--- src/rtl/fpu_pkg.sv ---
// Shared floating-point definitions used by the FPU datapath blocks
// (float32 field layout, operand classes and integer range constants).
package fpu_pkg;

   typedef struct packed {
      logic        sign;
      logic [7:0]  exp;
      logic [22:0] man;
   } float_t;

   typedef enum logic [1:0] {
      FC_ZERO,
      FC_NORM,
      FC_BIG,
      FC_NAN
   } fclass_t;

   localparam logic [7:0]  BIAS    = 8'd127;
   localparam logic [7:0]  EXP_BIG = 8'd158;
   localparam logic [7:0]  EXP_MAX = 8'hFF;
   localparam logic [31:0] INT_MAX = 32'h7FFFFFFF;
   localparam logic [31:0] INT_MIN = 32'h80000000;

endpackage

--- src/rtl/ftoi_classify.sv ---
// Combinational float32 classifier for integer conversion: decides whether
// the operand truncates to zero, converts normally, saturates or is NaN, and
// exposes the shift amount and hidden-bit mantissa for the shifter.
module ftoi_classify
   import fpu_pkg::*;
(
   input  float_t      f,
   output fclass_t     cls,
   output logic [4:0]  shamt,
   output logic [23:0] mant24,
   output logic        is_min
);

   logic [7:0] unbiased;

   // Classify by exponent range; -2^31 is the only BIG value that is representable
   always_comb begin
      unbiased = f.exp - BIAS;
      shamt    = unbiased[4:0];
      mant24   = {1'b1, f.man};
      is_min   = f.sign & (f.exp == EXP_BIG) & (f.man == 23'd0);
      cls      = FC_NORM;
      if ((f.exp == EXP_MAX) && (f.man != 23'd0)) begin
         cls = FC_NAN;
      end else if (f.exp >= EXP_BIG) begin
         cls = FC_BIG;
      end else if (f.exp < BIAS) begin
         cls = FC_ZERO;
      end
   end

endmodule

--- src/rtl/ftoi_pipe.sv ---
// Two-stage pipelined float32 -> int32 converter (truncate toward zero)
// with valid/ready handshake on both sides and saturation reporting.
module ftoi_pipe
   import fpu_pkg::*;
#(
   parameter logic SAT_NAN = 1'b1
)
(
   input  logic        clk,
   input  logic        rstn,
   input  logic        in_valid,
   output logic        in_ready,
   input  logic [31:0] src,
   output logic        out_valid,
   input  logic        out_ready,
   output logic [31:0] dest,
   output logic        ovf
);

   logic        adv1;
   logic        adv2;

   fclass_t     c_cls;
   logic [4:0]  c_shamt;
   logic [23:0] c_mant24;
   logic        c_is_min;

   logic        s1_valid;
   logic        s1_sign;
   fclass_t     s1_cls;
   logic [4:0]  s1_shamt;
   logic [23:0] s1_mant24;
   logic        s1_is_min;

   logic [31:0] mag;
   logic [31:0] res;
   logic        res_ovf;

   assign adv2     = ~out_valid | out_ready;
   assign adv1     = ~s1_valid | adv2;
   assign in_ready = adv1;

   ftoi_classify u_classify (
      .f      (float_t'(src)),
      .cls    (c_cls),
      .shamt  (c_shamt),
      .mant24 (c_mant24),
      .is_min (c_is_min)
   );

   // Stage 1: capture the classified operand whenever the stage can advance
   always_ff @(posedge clk or negedge rstn) begin
      if (!rstn) begin
         s1_valid  <= 1'b0;
         s1_sign   <= 1'b0;
         s1_cls    <= FC_ZERO;
         s1_shamt  <= 5'd0;
         s1_mant24 <= 24'd0;
         s1_is_min <= 1'b0;
      end else if (adv1) begin
         s1_valid <= in_valid;
         if (in_valid) begin
            s1_sign   <= src[31];
            s1_cls    <= c_cls;
            s1_shamt  <= c_shamt;
            s1_mant24 <= c_mant24;
            s1_is_min <= c_is_min;
         end
      end
   end

   // Align the mantissa to the binary point, then apply sign or saturation
   always_comb begin
      mag     = 32'd0;
      res     = 32'd0;
      res_ovf = 1'b0;
      if (s1_shamt >= 5'd23) begin
         mag = {8'd0, s1_mant24} << (s1_shamt - 5'd23);
      end else begin
         mag = {8'd0, s1_mant24} >> (5'd23 - s1_shamt);
      end
      case (s1_cls)
         FC_ZERO: begin
            res = 32'd0;
         end
         FC_NORM: begin
            res = s1_sign ? (32'd0 - mag) : mag;
         end
         FC_BIG: begin
            if (s1_is_min) begin
               res = INT_MIN;
            end else begin
               res_ovf = 1'b1;
               res     = s1_sign ? INT_MIN : INT_MAX;
            end
         end
         FC_NAN: begin
            res_ovf = 1'b1;
            res     = SAT_NAN ? INT_MAX : INT_MIN;
         end
         default: begin
            res = 32'd0;
         end
      endcase
   end

   // Stage 2: output register, held stable while the consumer stalls
   always_ff @(posedge clk or negedge rstn) begin
      if (!rstn) begin
         out_valid <= 1'b0;
         dest      <= 32'd0;
         ovf       <= 1'b0;
      end else if (adv2) begin
         out_valid <= s1_valid;
         if (s1_valid) begin
            dest <= res;
            ovf  <= res_ovf;
         end
      end
   end

endmodule
--- config.mk ---
export PLATFORM = sky130hd
export DESIGN_NAME = ftoi_pipe
export DESIGN_NICKNAME = d
export VERILOG_FILES = /design/src/rtl/fpu_pkg.sv /design/src/rtl/ftoi_classify.sv /design/src/rtl/ftoi_pipe.sv
export SDC_FILE = /design/constraint.sdc
export NUM_CORES = 1
export LEC_CHECK = 0
export BUFFER_PORTS_ARGS = -buffer_cell sky130_fd_sc_hd__clkbuf_2
export CORE_MARGIN = 4
export CORE_UTILIZATION = 45
export CTS_CLUSTER_SIZE = 10
export DETAILED_ROUTE_END_ITERATION = 10
export PLACE_DENSITY = 0.62
export SLEW_MARGIN = 20
export SYNTH_ARGS = -nofsm -noshare
export SYNTH_HDL_FRONTEND = slang
export SYNTH_SLANG_ARGS = --single-unit
--- constraint.sdc ---
create_clock -name clk -period 3.3 [get_ports clk]
set_input_delay 0 -clock clk [delete_from_list [all_inputs] [get_ports clk]]
set_output_delay 0 -clock clk [all_outputs]
set_load 0.02 [all_outputs]
After elaboration in Yosys (flattened, before gate mapping)
Cells that the tools add are included.
{ "word_totals": {"regBits": 68, "elab_cells": 45} }
{ "op_classes": {"n_addsub": 4, "magnitude_cmp": 3, "n_eq_ne": 5, "n_shift": 2, "n_mux": 10, "bitwise": 6, "n_reduce_logical": 6} }
{ "ops": {"columns": ["op", "count"], "rows": [
  ["$mux 32", 4],
  ["$pmux 32 s4", 1],
  ["$shl 24x5->32", 1],
  ["$shr 24x5->32", 1],
  ["$sub 1x32->32 const A", 1],
  ["$logic_not 23->1", 1],
  ["$reduce_bool 23->1", 1],
  ["$eq 8x8->1 const B", 2],
  ["$sub 5x5->5 const B", 2],
  ["$ge 8x8->1 const B", 1],
  ["$lt 8x7->1 const B", 1],
  ["$ge 5x5->1 const B", 1],
  ["$sub 5x5->5 const A", 1],
  ["$eq 2x2->1 const B", 2],
  ["$mux 2", 2],
  ["$reduce_and 2->1", 2],
  ["$and 1x1->1", 2],
  ["$eq 2x1->1 const B", 1],
  ["$logic_not 2->1", 1],
  ["$mux 1", 2],
  ["$not 1->1", 2],
  ["$or 1x1->1", 2],
  ["$pmux 1 s2", 1],
  ["$logic_and 1x1->1", 1]
]} }

Longest topological paths before layout
Gate-level depths: netlist of run 1.
{ "logic_depth": {"word_depth": 6, "depth_mapped": 15, "ltp_nobuf": 12} }

Cells and area by module
From an unflattened synthesis of run 1, not the netlist that was laid out.
{ "hier_totals": {"hier_cells": 748, "hier_area_um2": 6991.7} }
{ "by_module_without_submodules": {"columns": ["module", "instances", "cells_per_inst", "area_each_um2", "seq_area_each_um2"], "rows": [
  ["ftoi_pipe", 1, 696, 6605.1, 1701.6],
  ["ftoi_classify", 1, 52, 386.6, 0.0]
]} }

Worst setup path before layout of run 1
Ideal clock, no wire load.
{ "synth_timing": {"path_type": "reg-to-reg", "start": "reg s1_shamt[0]", "end": "reg dest[31]", "setup_time_ns": 0.129, "arrival_ns": 3.261, "required_ns": 3.171, "setup_slack_ns": -0.090, "path_stages_with_launch": 12, "synth_period_minus_slack_ns": 3.390, "path_cell_list": "dfrtp_1 -> ha_1 -> buf_6 -> buf_2 -> mux2_2 -> mux4_2 -> a22oi_1 -> nand4_1 -> or3_1 -> o41ai_2 -> xor2_1 -> o21ai_1"} }
{ "synth_via": {"elab_chain_len": 6, "elab_cells_between_ends": 9, "cone_classes": "add/sub (3); order compare (1); shift (2); mux (3)"} }
{ "synth_lines": {"columns": ["item", "line_no", "source"], "rows": [
  ["from (decl)", "ftoi_pipe.sv:31", "logic [4:0] s1_shamt;"],
  ["from (signal assigned)", "ftoi_pipe.sv:65", "s1_shamt <= c_shamt;"],
  ["$sub 5x5->5 (on tied branches)", "ftoi_pipe.sv:80, ftoi_pipe.sv:78", null],
  ["$shr 24x5->32 or $shl 24x5->32 (tied branches)", "ftoi_pipe.sv:80, ftoi_pipe.sv:78", null],
  ["$mux 32 (*)", "ftoi_pipe.sv:77", "if (s1_shamt >= 5'd23) begin"],
  ["$sub 1x32->32", "ftoi_pipe.sv:87", "res = s1_sign ? (32'd0 - mag) : mag;"],
  ["$mux 32 (*)", "ftoi_pipe.sv:87", null],
  ["$pmux 32 s4 (*)", "ftoi_pipe.sv:82", "case (s1_cls)"],
  ["to (signal assigned)", "ftoi_pipe.sv:116", "dest <= res;"],
  ["to (decl)", "ftoi_pipe.sv:16", "output logic [31:0] dest,"]
]} }
Every way passes the cells marked *; elsewhere a longest branch is shown, timed or not.
A chain may end at the register's enable or synchronous reset.

Worst setup path in the final report of run 1
{ "layout_timing": {"start": "reg s1_shamt[1]", "end": "reg dest[30]"} }
Same word-level chain as after synthesis.

==> summary.txt, run 1 <==
Die
  • Die height: 133 microns
  • Initial Utilization: 45.9%
  • Total die area: approximately 18000 sq um
  • # IOs: 71
  • Die Width: 133 microns
  • Core area: 15200 sq um
  • Floorplan row count: 45

Finish
  • Final nets: between 1k and 1.5k
  • Design Area, Final: around 10000 sq um
  • Final Instance Count excl. Fillers: 1239
  • N_diodes: 0
  • Synth-to-Final Area Change: 47.2%
  • Fin util: 67.6%
  • Layout cell share with drive strength beyond 1: between 40 and 50%

GRT
  • Met1 Use GR: between 30% and 40%
  • Number of antenna violations at the first check in global routing: 0
  • GRT Max-Usage Layer: met2
  • Vias in the first global route: 7549
  • Met3 Track Usage GR: 4.45%
  • First-pass GRT wire length: 41700 microns
  • Total global-route track usage: 29.9%
  • Remaining global-route overflow: 0
  • Largest net degree at the start of global routing: 47
  • Met2 Use GR: 51.6%

Clock tree
  • CTS buffer count: 9
  • Clock transition at path regs: 70 ps
  • H-tree levels: 3
  • Root Driver: clkbuf_16
  • # clock sinks: 68
  • Clock Latency Late Sink: 350 ps
  • Clk buf depth: 2
  • CTS tree: built

Placed design
  • DP HPWL: 20200 microns
  • RD Place Congestion: 0.928
  • Port Buffers: 70
  • Placed cells: around 1.1k
  • Placement Cell Area: 8670 sq um

Synthesis
  • Most common cell in the netlist: o21ai_0
  • Syn Nets: roughly 810
  • Number of synthesized flops with an enable pin: 0
  • Most used DFF post-synth: dfrtp_1
  • Top post-synthesis cells by area: dfrtp_1, mux2_2, mux4_2
  • Cell variety after synth: between 80 and 90
  • Syn Inst Count: 766
  • Asr flop ratio synth: 100%
  • Seq/Total Area, Yosys: roughly 24%
  • Synthesized cell area: 6980 sq um
  • Post-Syn Area per Cell: 9.12 sq um
  • Most frequent cells after synthesis: o21ai_0, dfrtp_1, nand2_1
  • #FFs+latches synth: just under 70
  • Yosys top cell area share: 24.4%
  • Largest area contributor in the netlist: dfrtp_1
  • Syn. warnings: 0

Routing
  • Starting DRT DRC Count: about 510
  • Routed vias: about 7.5k
  • Router iterations before antenna repair: 5
  • Antenna Nets Post-Route: 0
  • DR WL/cell: 21.8 microns
  • Via density: 6.09
  • DRC Markers: 0
  • WL final: 27100 microns

Critical path
  • End of the critical path: dest[30]
  • Worst Path Required: approximately 3500 ps
  • CP max stage delay: 430 ps
  • Crit-path cells: ha_4, buf_12, buf_12, buf_8, buf_4, mux2i_4, buf_4, buf_4, buf_4, mux2i_2, mux2i_2, buf_4, buf_4, buf_4, o22ai_1, a21oi_2, buf_4, buf_4, xnor2_1, o21ai_1
  • Worst r2r src: s1_shamt[1]
  • Crit-path slowest cell: dfrtp_2
  • Worst EP arrival: 3800 ps
  • CP top delay family: buffers and inverters
  • R2R Setup Slk: -320 ps
  • Crit. End Element: flip-flop
  • Critical Path Start: s1_shamt[1]
  • Most used cell, CP: buf_4
  • R2r worst-path depth: 20
  • CP Buf/Inv Count: 12
  • Setup CP Type: flip-flop to flip-flop
  • CP Depth: 20
  • CP Launch Type: flip-flop
  • Critical Path Fanout Max: 6
  • Reg2reg end: dest[30]

STA
  • Setup_tns: -3480 ps
  • Max Fclk: between 200 and 300 MHz
  • Final period util: 110%
  • RSZ-0062 raised after global routing: true
  • Max_slew headroom: approximately 44%
  • Final setup violation count: 21
  • Final count of hold timing violations: 0
  • Slew Limit Fails: 0
  • Skew final: 13.2 ps
  • Post-route setup slack: -320 ps
  • Least-Margin Pin Slew: 841 ps
  • Min Tclk post-route: 3620 ps

Power
  • Overall power: 7.14 mW
  • Pwr/cell area: 695 nW/um^2
  • Static leakage: between 4 and 5 nW
  • Peak supply drop: 0.000335 V

Flow run
  • Max Cap Viol: 0

Outcome
  • Status: complete, but fails checks
  • Violated checks: negative setup slack

Min path
  • Hold Crit Depth: 3
  • Hold Crit Class: input port to flip-flop
[layout by cell type (no fill, tap or decap), types with 6 or more instances in the layout]
cell type      count
xnor2_1           23
a22oi_2            6
nand2b_1           9
clkbuf_16         11
nor3_1            17
o21ai_2           14
dlygate4sd3_1     30
inv_1             10
clkbuf_2          69
a211oi_1           7
a22oi_1            8
o21ai_1           19
nand4_1            6
o21ai_0           53
mux2_4            10
nor2_1            36
dfrtp_1           66
mux2i_1           30
buf_12             6
a21oi_1           32
mux2_2            50
buf_6             12
mux2i_2            7
nor4_1             6
mux2i_4            9
or3_1              7
o22ai_1           10
xor2_1            13
and2_1            10
nand3_1           23
nand2_1           62
buf_4            207
mux4_2            28
[routing by layer]
| layer | up-vias | part of all wire [%] |
|---|---|---|
| met1 | 3692 | 41 |
| met5 | - | 0 |
| li1 | 3478 | - |
| met2 | 299 | 49 |
| met3 | 80 | 5.3 |
| met4 | 0 | 5.1 |
[logic make-up (layout without fill, tap and decap cells)]
kind of cell	count (synthesis)	in the layout	synth area share [%]
AOI/OAI and AO/OA	223	223	21.6
and+or+nand+nor	222	222	16.6
muxes	134	134	25.3
buffers and inverters	74	359	5.71
DFF	68	68	24.4
xor gates and xnor gates	40	40	5.61
adders and majority gates	5	5	0.896
[cell type report]
class | count | area, sq um
inverter | 12 | 45.0
multi-input combinational | 624 | 5410
fill | 1181 | 4920
timing repair buffer | 331 | 2610
clock buffer | 10 | 239
sequential | 68 | 1700
tap | 188 | 235
clock inverter | 6 | 40.0
[how the worst min path moves through the flow]
stage	startpoint	to
after floorplan	rstn	dest[0]
after global placement	rstn	dest[19]
after detailed placement	rstn	dest[18]
after CTS	src[25]	s1_shamt[2]
after global routing	src[25]	s1_shamt[2]
final	src[25]	s1_shamt[2]
[sequential cells by signal, indices dropped and copies added, names as in the netlist]
register and cells:
dest 32, s1_shamt 5, s1_sign 1, ovf 1
s1_valid 1, s1_cls 2, out_valid 1, s1_mant24 24
s1_is_min 1
[what timing repair did]
item,4_1_cts,5_1_grt
setup endpoints to repair,28,28
pin swaps,39,26
gates cloned,2,2
setup buffers,33,12
hold buffers,30,0
hold endpoints to repair,60,0
gates resized for setup,95,55
[through the flow]
step | hold WS, ps | setup slack [ps]
after floorplan | -296 | -9.99
after global placement | 122 | -364
after detailed placement | 135 | -436
after CTS | 14.6 | -236
after global routing | 24.1 | -440
final | 28.3 | -320
[worst register-to-register path, stage by stage (launching register included)]
cell,delay [ps]
dfrtp_2,430
ha_4,260
buf_12,140
buf_12,130
buf_8,130
buf_4,140
mux2i_4,180
buf_4,160
buf_4,120
buf_4,120
mux2i_2,250
mux2i_2,170
buf_4,160
buf_4,120
buf_4,120
o22ai_1,230
a21oi_2,80
buf_4,140
buf_4,120
xnor2_1,160
o21ai_1,90
[power breakdown]
part           switching (mW)  internal [mW]
sequential              0.210           1.01
clock                   0.392          0.527
combinational            2.51           2.49
Note: power is estimated with default switching activity, not from simulation.
==> inputs of run 2 (changes only) <==
REMOVE_ABC_BUFFERS = 1   (was unset)
==> run 2 against run 1 <==
Compared with the run above:
- global-route usage about the same
- clock power increased by 20%
- die area unchanged
- largest cell class unchanged
- sequential share of layout area increased by 0.45 points
- non-clock buffer count decreased by 28
- the flow still finishes with violations (negative setup slack)
==> summary.txt, run 2 (synthesized netlist as in run 1, its figures left out) <==
Outcome
  • Status: complete, but fails checks
  • Violated checks: negative setup slack

Clock tree
  • Root Driver: clkbuf_16
  • H-tree levels: 3 (unchanged)
  • Clock Latency Late Sink: 340 ps (about the same)
  • Clk buf depth: 2 (unchanged)
  • Clock transition at path regs: 70 ps (about the same)
  • CTS tree: built
  • CTS buffer count: 9 (unchanged)
  • # clock sinks: 68 (unchanged)

STA
  • Min Tclk post-route: 3420 ps (-197 ps)
  • Slew Limit Fails: 0 (unchanged)
  • Final period util: 104% (-6.0 points)
  • Final setup violation count: 14 (-33%)
  • Skew final: 14.4 ps (+1.19 ps)
  • Max Fclk: 292 MHz (+5.8%)
  • Final count of hold timing violations: 0 (unchanged)
  • Least-Margin Pin Slew: 1090 ps (+253 ps)
  • Post-route setup slack: -123 ps (+197 ps)
  • RSZ-0062 raised after global routing: true
  • Max_slew headroom: 27.1% (-17 points)

GRT
  • Total global-route track usage: 29.9% (-0.034 points)
  • Number of antenna violations at the first check in global routing: 0 (unchanged)
  • Remaining global-route overflow: 0 (unchanged)
  • Vias in the first global route: 7174 (-5.0%)
  • Largest net degree at the start of global routing: 47 (unchanged)
  • First-pass GRT wire length: 41300 microns (-0.88%)

Min path
  • Min-delay src: src[30]
  • Hold Crit Class: input port to flip-flop

Routing
  • Routed vias: 7398 (-2.0%)
  • WL final: 26500 microns (-2.2%)
  • Router iterations before antenna repair: 7 (+2)
  • Antenna Nets Post-Route: 0 (unchanged)
  • DRC Markers: 0 (unchanged)
  • Via density: 6.11 (+0.27%)
  • Starting DRT DRC Count: 514 (unchanged)
  • DR WL/cell: 21.8 microns (about the same)

Die
  • Die Width: 133 microns (unchanged)
  • Floorplan row count: 45 (unchanged)
  • Die height: 133 microns (unchanged)
  • Total die area: 17600 sq um (unchanged)
  • Core area: 15200 sq um (unchanged)
  • # IOs: 71 (unchanged)
  • Initial Utilization: 45.9% (unchanged)

Critical path
  • R2R Setup Slk: -120 ps (+200 ps)
  • Setup CP Type: flip-flop to flip-flop
  • Worst EP arrival: 3610 ps (-190 ps)
  • Worst r2r src: s1_shamt[1]
  • Worst Path Required: 3490 ps (about the same)
  • CP Launch Type: flip-flop
  • Critical Path Fanout Max: 5 (-1)
  • Crit. End Element: flip-flop
  • Critical Path Start: s1_shamt[1]

Power
  • Pwr/cell area: 705 nW/um^2 (+1.5%)
  • Sw Ratio: 43.2% (-0.40 points)
  • Sw power: 3.05 mW (-2.0%)
  • Static leakage: 4.26 nW (-3.2%)
  • Clock power frac: 15.5% (+2.6 points)
  • Peak supply drop: 0.000312 V (-6.9%)
  • Combinational Power Share: 67.1% (-2.9 points)
  • Reg power frac: 17.4% (+0.3 points)
  • Internal power: 4.01 mW (-0.40%)

Finish
  • Layout cell share with drive strength beyond 1: 47.3% (-1.3 points)
  • Number of fill cells in the layout: 1230 (+4.1%)
  • Final Instance Count excl. Fillers: 1211 (-2.3%)
  • Biggest registers after layout: dest (32), s1_mant24 (24), s1_shamt (5)
  • Sequential Area: 1710 sq um (about the same)
  • Final nets: 1059 (-2.6%)
  • Multi-input gate area: 5410 sq um (+0.16%)
  • N_diodes: 0 (unchanged)
  • Largest register FFs: 32 (unchanged)
  • Most common cell after layout, fill and taps aside: buf_4
  • Most frequent cells in the layout: buf_4, clkbuf_2, dfrtp_1
  • Synth-to-Final Area Change: 43.4%
  • Largest register by flop count: dest
  • Fin util: 65.9% (-1.8 points)

Placed design
  • Port Buffers: 70 (unchanged)
  • RD Place Congestion: 1.02 (+10%)
  • DP HPWL: 20900 microns (+3.3%)
  • Placed cells: 1147 (+0.17%)

Flow run
  • Max Cap Viol: 0 (unchanged)
run 2: cell types whose count changed in the layout (fill, tap and decap cells not counted), moves of 3 or more:
cell and delta:
mux2i_4 -5, clkinv_2 -3, buf_4 -19, o21ai_1 +10
o21ai_2 -12, mux2_2 -4, o311ai_2 +3, mux2i_2 +6
mux2_4 +4
run 2: repair_timing:
action,CTS,global route
endpoints found under the hold margin,61,0
hold buffers,29,0
setup endpoints to repair,28,28
pin swaps,24,13
resized for setup,82,66
buffers inserted,8,11
cloned,1,1
run 2: path summary, 6_finish.rpt:
kind                               end  cells past startpoint
setup / recovery              dest[31]                     10
hold / removal               s1_cls[0]                      3
setup reg to reg              dest[31]                     10
hold reg to reg                dest[8]                      2
max in group asynchronous  s1_shamt[2]                      3
min in group asynchronous     dest[18]                      2
run 2: cell type report:
| type | count | area share (%) |
|---|---|---|
| clock buffers | 11 | 2.42 |
| clock inverters | 5 | 0.837 |
| inverters | 12 | 0.487 |
| multi-input cells | 624 | 54.1 |
| flip-flops and latches | 68 | 17.0 |
| well taps | 188 | 2.35 |
| repair buffers | 303 | 22.8 |
run 2: power groups by stage:
stage               Combinational, mW  Clock [mW]  Sequential [mW]
floorplan                        2.01           0             1.41
global placement                 3.97           0             1.21
detailed placement               3.99           0             1.22
CTS                              4.39        1.11             1.22
global route                     5.02        1.15             1.25
finish                           4.74        1.10             1.23
run 2: per-stage QoR:
| stage | power [mW] | hold WS (ps) | setup slack [ps] | TNS (ps) | instance area, sq um |
|---|---|---|---|---|---|
| 2_1_floorplan | 3.42 | -296 | -2030 | -52580 | 6630 |
| 3_3_place_gp | 5.17 | -66.4 | -368 | -4150 | 8620 |
| 5_1_grt | 7.43 | 37.9 | -290 | -4400 | 10000 |
| 3_5_place_dp | 5.22 | -57.7 | -418 | -5870 | 8620 |
| 6_report | 7.06 | 9.14 | -123 | -881 | 10000 |
| 4_1_cts | 6.71 | 2.13 | -78.8 | -572 | 9690 |
run 2: worst max-delay path, stage by stage, from the launching register on:
cell and delay (ps):
dfrtp_2 430, ha_4 350, buf_6 150, mux2_4 330, mux4_2 560, a22oi_2 230, nand4_1 210, or3_4 390
o41ai_2 360, xor2_1 190, o21ai_1 70
run 2: routing by layer:
metal	GRT usage [%]	routed length [microns]
met3	4.03	1430
met4	10.3	1180
met5	0	0
met1	38.3	11000
met2	51.8	12800
==> inputs of run 3 (changes only) <==
SYNTH_HIERARCHICAL = 1   (was unset)
clock period = 2.8 ns   (was 3.3 ns; I/O delays follow)
==> run 3 against run 2 <==
Compared with the run above:
- the flow still finishes with violations (negative setup slack)
- largest cell class unchanged
- clock power is essentially flat
- highest routed layer is now met5
- total power is 39% higher
- critical endpoint is now dest[22]
- fmax fell by 6.8%
- core utilization increased by 3.9 points
- cell area up 5.9%
==> summary.txt, run 3 <==
STA
  • RSZ-0062 raised after global routing: true
  • Max Fclk: 272 MHz (-6.8%)
  • Max_slew headroom: 57.2% (+30 points)
  • Least-Margin Pin Slew: 641 ps (-453 ps)
  • Skew final: 16.9 ps (+2.51 ps)
  • Setup_tns: -19100 ps (-18220 ps)
  • Post-route setup slack: -872 ps (-749 ps)
  • Slew Limit Fails: 0 (unchanged)
  • Final setup violation count: 30 (+16)
  • Final count of hold timing violations: 0 (unchanged)
  • Min Tclk post-route: 3670 ps (+249 ps)
  • Final period util: 131% (+27 points)

Routing
  • Starting DRT DRC Count: 481 (-6.4%)
  • WL final: 27400 microns (+3.5%)
  • Metal2 WL: 13800 microns (+7.4%)
  • Routed vias: 7440 (+0.57%)
  • Highest routed layer: met5
  • Post-Route M1 WL: 11000 microns (-0.49%)
  • Via density: 6.08 (-0.42%)
  • Router iterations before antenna repair: 6 (-1)
  • Antenna Nets Post-Route: 0 (unchanged)
  • DRC Markers: 0 (unchanged)
  • Met3 WL: 1670 microns (+17%)
  • DR WL/cell: 22.4 microns (+2.5%)

Critical path
  • CP Launch Type: flip-flop
  • Worst r2r src: s1_shamt[0]
  • R2R Setup Slk: -870 ps (-750 ps)
  • R2r worst-path depth: 14 (+4)
  • Worst Path Required: 3040 ps (-450 ps)
  • Crit. End Element: flip-flop
  • Setup CP Type: flip-flop to flip-flop
  • Reg2reg end: dest[22]
  • Critical Path Fanout Max: 6 (+1)
  • Worst EP arrival: 3910 ps (+300 ps)

Die
  • # IOs: 71 (unchanged)
  • Total die area: 17600 sq um (about the same)
  • Die Width: 133 microns (about the same)
  • Floorplan row count: 45 (unchanged)
  • Die height: 133 microns (about the same)
  • Core area: 15200 sq um (unchanged)
  • Initial Utilization: 46.0% (+0.049 points)

Finish
  • N_diodes: 0 (unchanged)
  • Most frequent cells in the layout: buf_4, clkbuf_2, dfrtp_1
  • Design Area, Final: 10600 sq um (+5.9%)
  • Most common cell after layout, fill and taps aside: buf_4
  • Largest register by flop count: dest
  • Biggest registers after layout: dest (32), s1_mant24 (24), s1_shamt (5)
  • Synth-to-Final Area Change: 51.7%
  • Layout cell share with drive strength beyond 1: 53.6% (+6.3 points)
  • Final nets: 1071 (+1.1%)
  • Final Instance Count excl. Fillers: 1223 (+0.99%)
  • Largest register FFs: 32 (unchanged)

Synthesis
  • Most common cell in the netlist: dfrtp_1
  • Syn. warnings: 6 (+6)
  • Yosys top cell area share: 24.3% (-0.026 points)
  • Number of synthesized flops with an enable pin: 0 (unchanged)
  • #FFs+latches synth: 68 (unchanged)
  • Synthesized cell area: 6990 sq um (+0.11%)
  • Seq/Total Area, Yosys: 24.3% (-0.026 points)
  • Top post-synthesis cells by area: dfrtp_1, mux2_2, mux4_2
  • Largest area contributor in the netlist: dfrtp_1
  • Syn Inst Count: 748 (-2.3%)
  • Most frequent cells after synthesis: dfrtp_1, nand2_1, mux2_2
  • Post-Syn Area per Cell: 9.35 sq um (+2.5%)
  • Most used DFF post-synth: dfrtp_1
  • Asr flop ratio synth: 100% (unchanged)
  • Cell variety after synth: 77 (-9.4%)

Min path
  • Min-delay src: out_ready
  • Hold Crit Class: input port to flip-flop
  • Min-Delay Endpoint: out_valid
  • Hold Crit Depth: 3 (unchanged)

Power
  • Peak supply drop: 0.000442 V (+42%)
  • Static leakage: 4.63 nW (+8.7%)
  • Pwr/cell area: 925 nW/um^2 (+31%)

Placed design
  • Placed cells: 1138 (-0.78%)
  • RD Place Congestion: 0.976 (-4.7%)
  • DP HPWL: 20200 microns (-3.5%)
  • Port Buffers: 70 (unchanged)
  • Placement Cell Area: 8740 sq um (+1.4%)

Clock tree
  • H-tree levels: 3 (unchanged)
  • Clock transition at path regs: 70 ps (about the same)
  • # clock sinks: 68 (unchanged)
  • Root Driver: clkbuf_16
  • CTS buffer count: 9 (unchanged)
  • Clk buf depth: 2 (unchanged)
  • Clock Latency Late Sink: 350 ps (about the same)
  • CTS tree: built

GRT
  • Total global-route track usage: 30.9% (+1.0 points)
  • Number of antenna violations at the first check in global routing: 1 (+1)
  • First-pass GRT wire length: 42700 microns (+3.3%)
  • Vias in the first global route: 7646 (+6.6%)
  • Largest net degree at the start of global routing: 36 (-23%)
  • Remaining global-route overflow: 0 (unchanged)

Outcome
  • Violated checks: negative setup slack
  • Status: complete, but fails checks

Flow run
  • Max Cap Viol: 0 (unchanged)
## run 3: changes by cell type in the layout (fill, tap and decap cells not counted), moves of 7 or more
cell     previous run  this run
buf_6              10        26
a221o_1             1        23
o21ai_1            29         9
o21ai_2             2         9
and2_1             10         2
buf_4             188       222
nor3_1             15         3
xnor2_1            21        14
nand3_1            25        17
a22oi_1             9         2
o21ai_0            55        19
## run 3: metal layers
metal | vias up | GRT usage, %
li1 | 3408 | -
met5 | - | 0
met2 | 288 | 53.5
met4 | 2 | 10.3
met1 | 3672 | 39.0
met3 | 70 | 5.59
## run 3: what timing repair did
item / in CTS / in global routing
pin swaps: 50 / 58
gates resized for setup: 158 / 53
cloned: 3 / 0
hold buffers: 27 / 0
endpoints found under the hold margin: 53 / 0
endpoints found under the setup margin: 31 / 31
buffers inserted: 34 / 13
## run 3: kinds of logic (layout without fill, tap and decap cells)
group / after synthesis / count (layout) / synth area share [%]
flip-flops: 68 / 68 / 24.3
buffers and inverters: 97 / 384 / 7.61
multiplexers: 143 / 143 / 26.8
AND/OR/NAND/NOR: 204 / 204 / 15.4
adder cells (fa/ha/maj): 5 / 5 / 0.895
other: 1 / 1 / 0.0536
AO/OA/AOI/OAI: 195 / 195 / 19.9
XOR/XNOR: 35 / 35 / 4.98
## run 3: worst max-delay path, cell delays in order (launching register included)
cell and delay, ps:
dfrtp_2 450, ha_4 340, buf_6 140, mux2_4 290
mux4_2 510, and3_4 180, a311oi_4 230, o211ai_1 180
nor4_4 180, buf_6 200, nand3_4 110, buf_6 150
o31ai_4 170, xnor2_1 100, a221o_1 310
## run 3: worst max path at each step
stage | endpoint | cells after the start | start | slack [ps]
floorplan | dest[26] | 11 | s1_shamt[0] | -3090
global placement | dest[31] | 12 | s1_shamt[0] | -1100
detailed placement | dest[29] | 12 | s1_shamt[0] | -1220
CTS | dest[24] | 14 | s1_shamt[0] | -790
global route | dest[30] | 15 | s1_shamt[0] | -950
finish | dest[22] | 14 | s1_shamt[0] | -870
## run 3: cell type report
cell class / count / area (sq um)
multi-input cells: 583 / 5580
fillers: 1152 / 4600
repair buffers: 354 / 2770
flip-flops and latches: 68 / 1700
well taps: 188 / 235
clock buffers: 11 / 233
inverters: 14 / 52.6
clock inverters: 5 / 28.8
## run 3: through the flow
| stage | setup WS [ps] | power (mW) | util (%) | hold slack (ps) |
|---|---|---|---|---|
| 2_1_floorplan | -3090 | 4.34 | - | -296 |
| 3_3_place_gp | -1100 | 6.86 | 57.5 | 35.8 |
| 3_5_place_dp | -1220 | 6.94 | 57.5 | 48.8 |
| 4_1_cts | -794 | 9.19 | 67.7 | 4.52 |
| 5_1_grt | -946 | 10.3 | 69.8 | 41.8 |
| 6_report | -872 | 9.81 | 69.8 | 10.6 |
## run 3: power by group
part           internal, mW  leakage [nW]  total (mW)  switching, mW
logic                  3.68          3.66        7.32           3.64
registers              1.18         0.837        1.41          0.226
clock network         0.597         0.133        1.08          0.485
total                  5.46          4.63        9.81           4.35
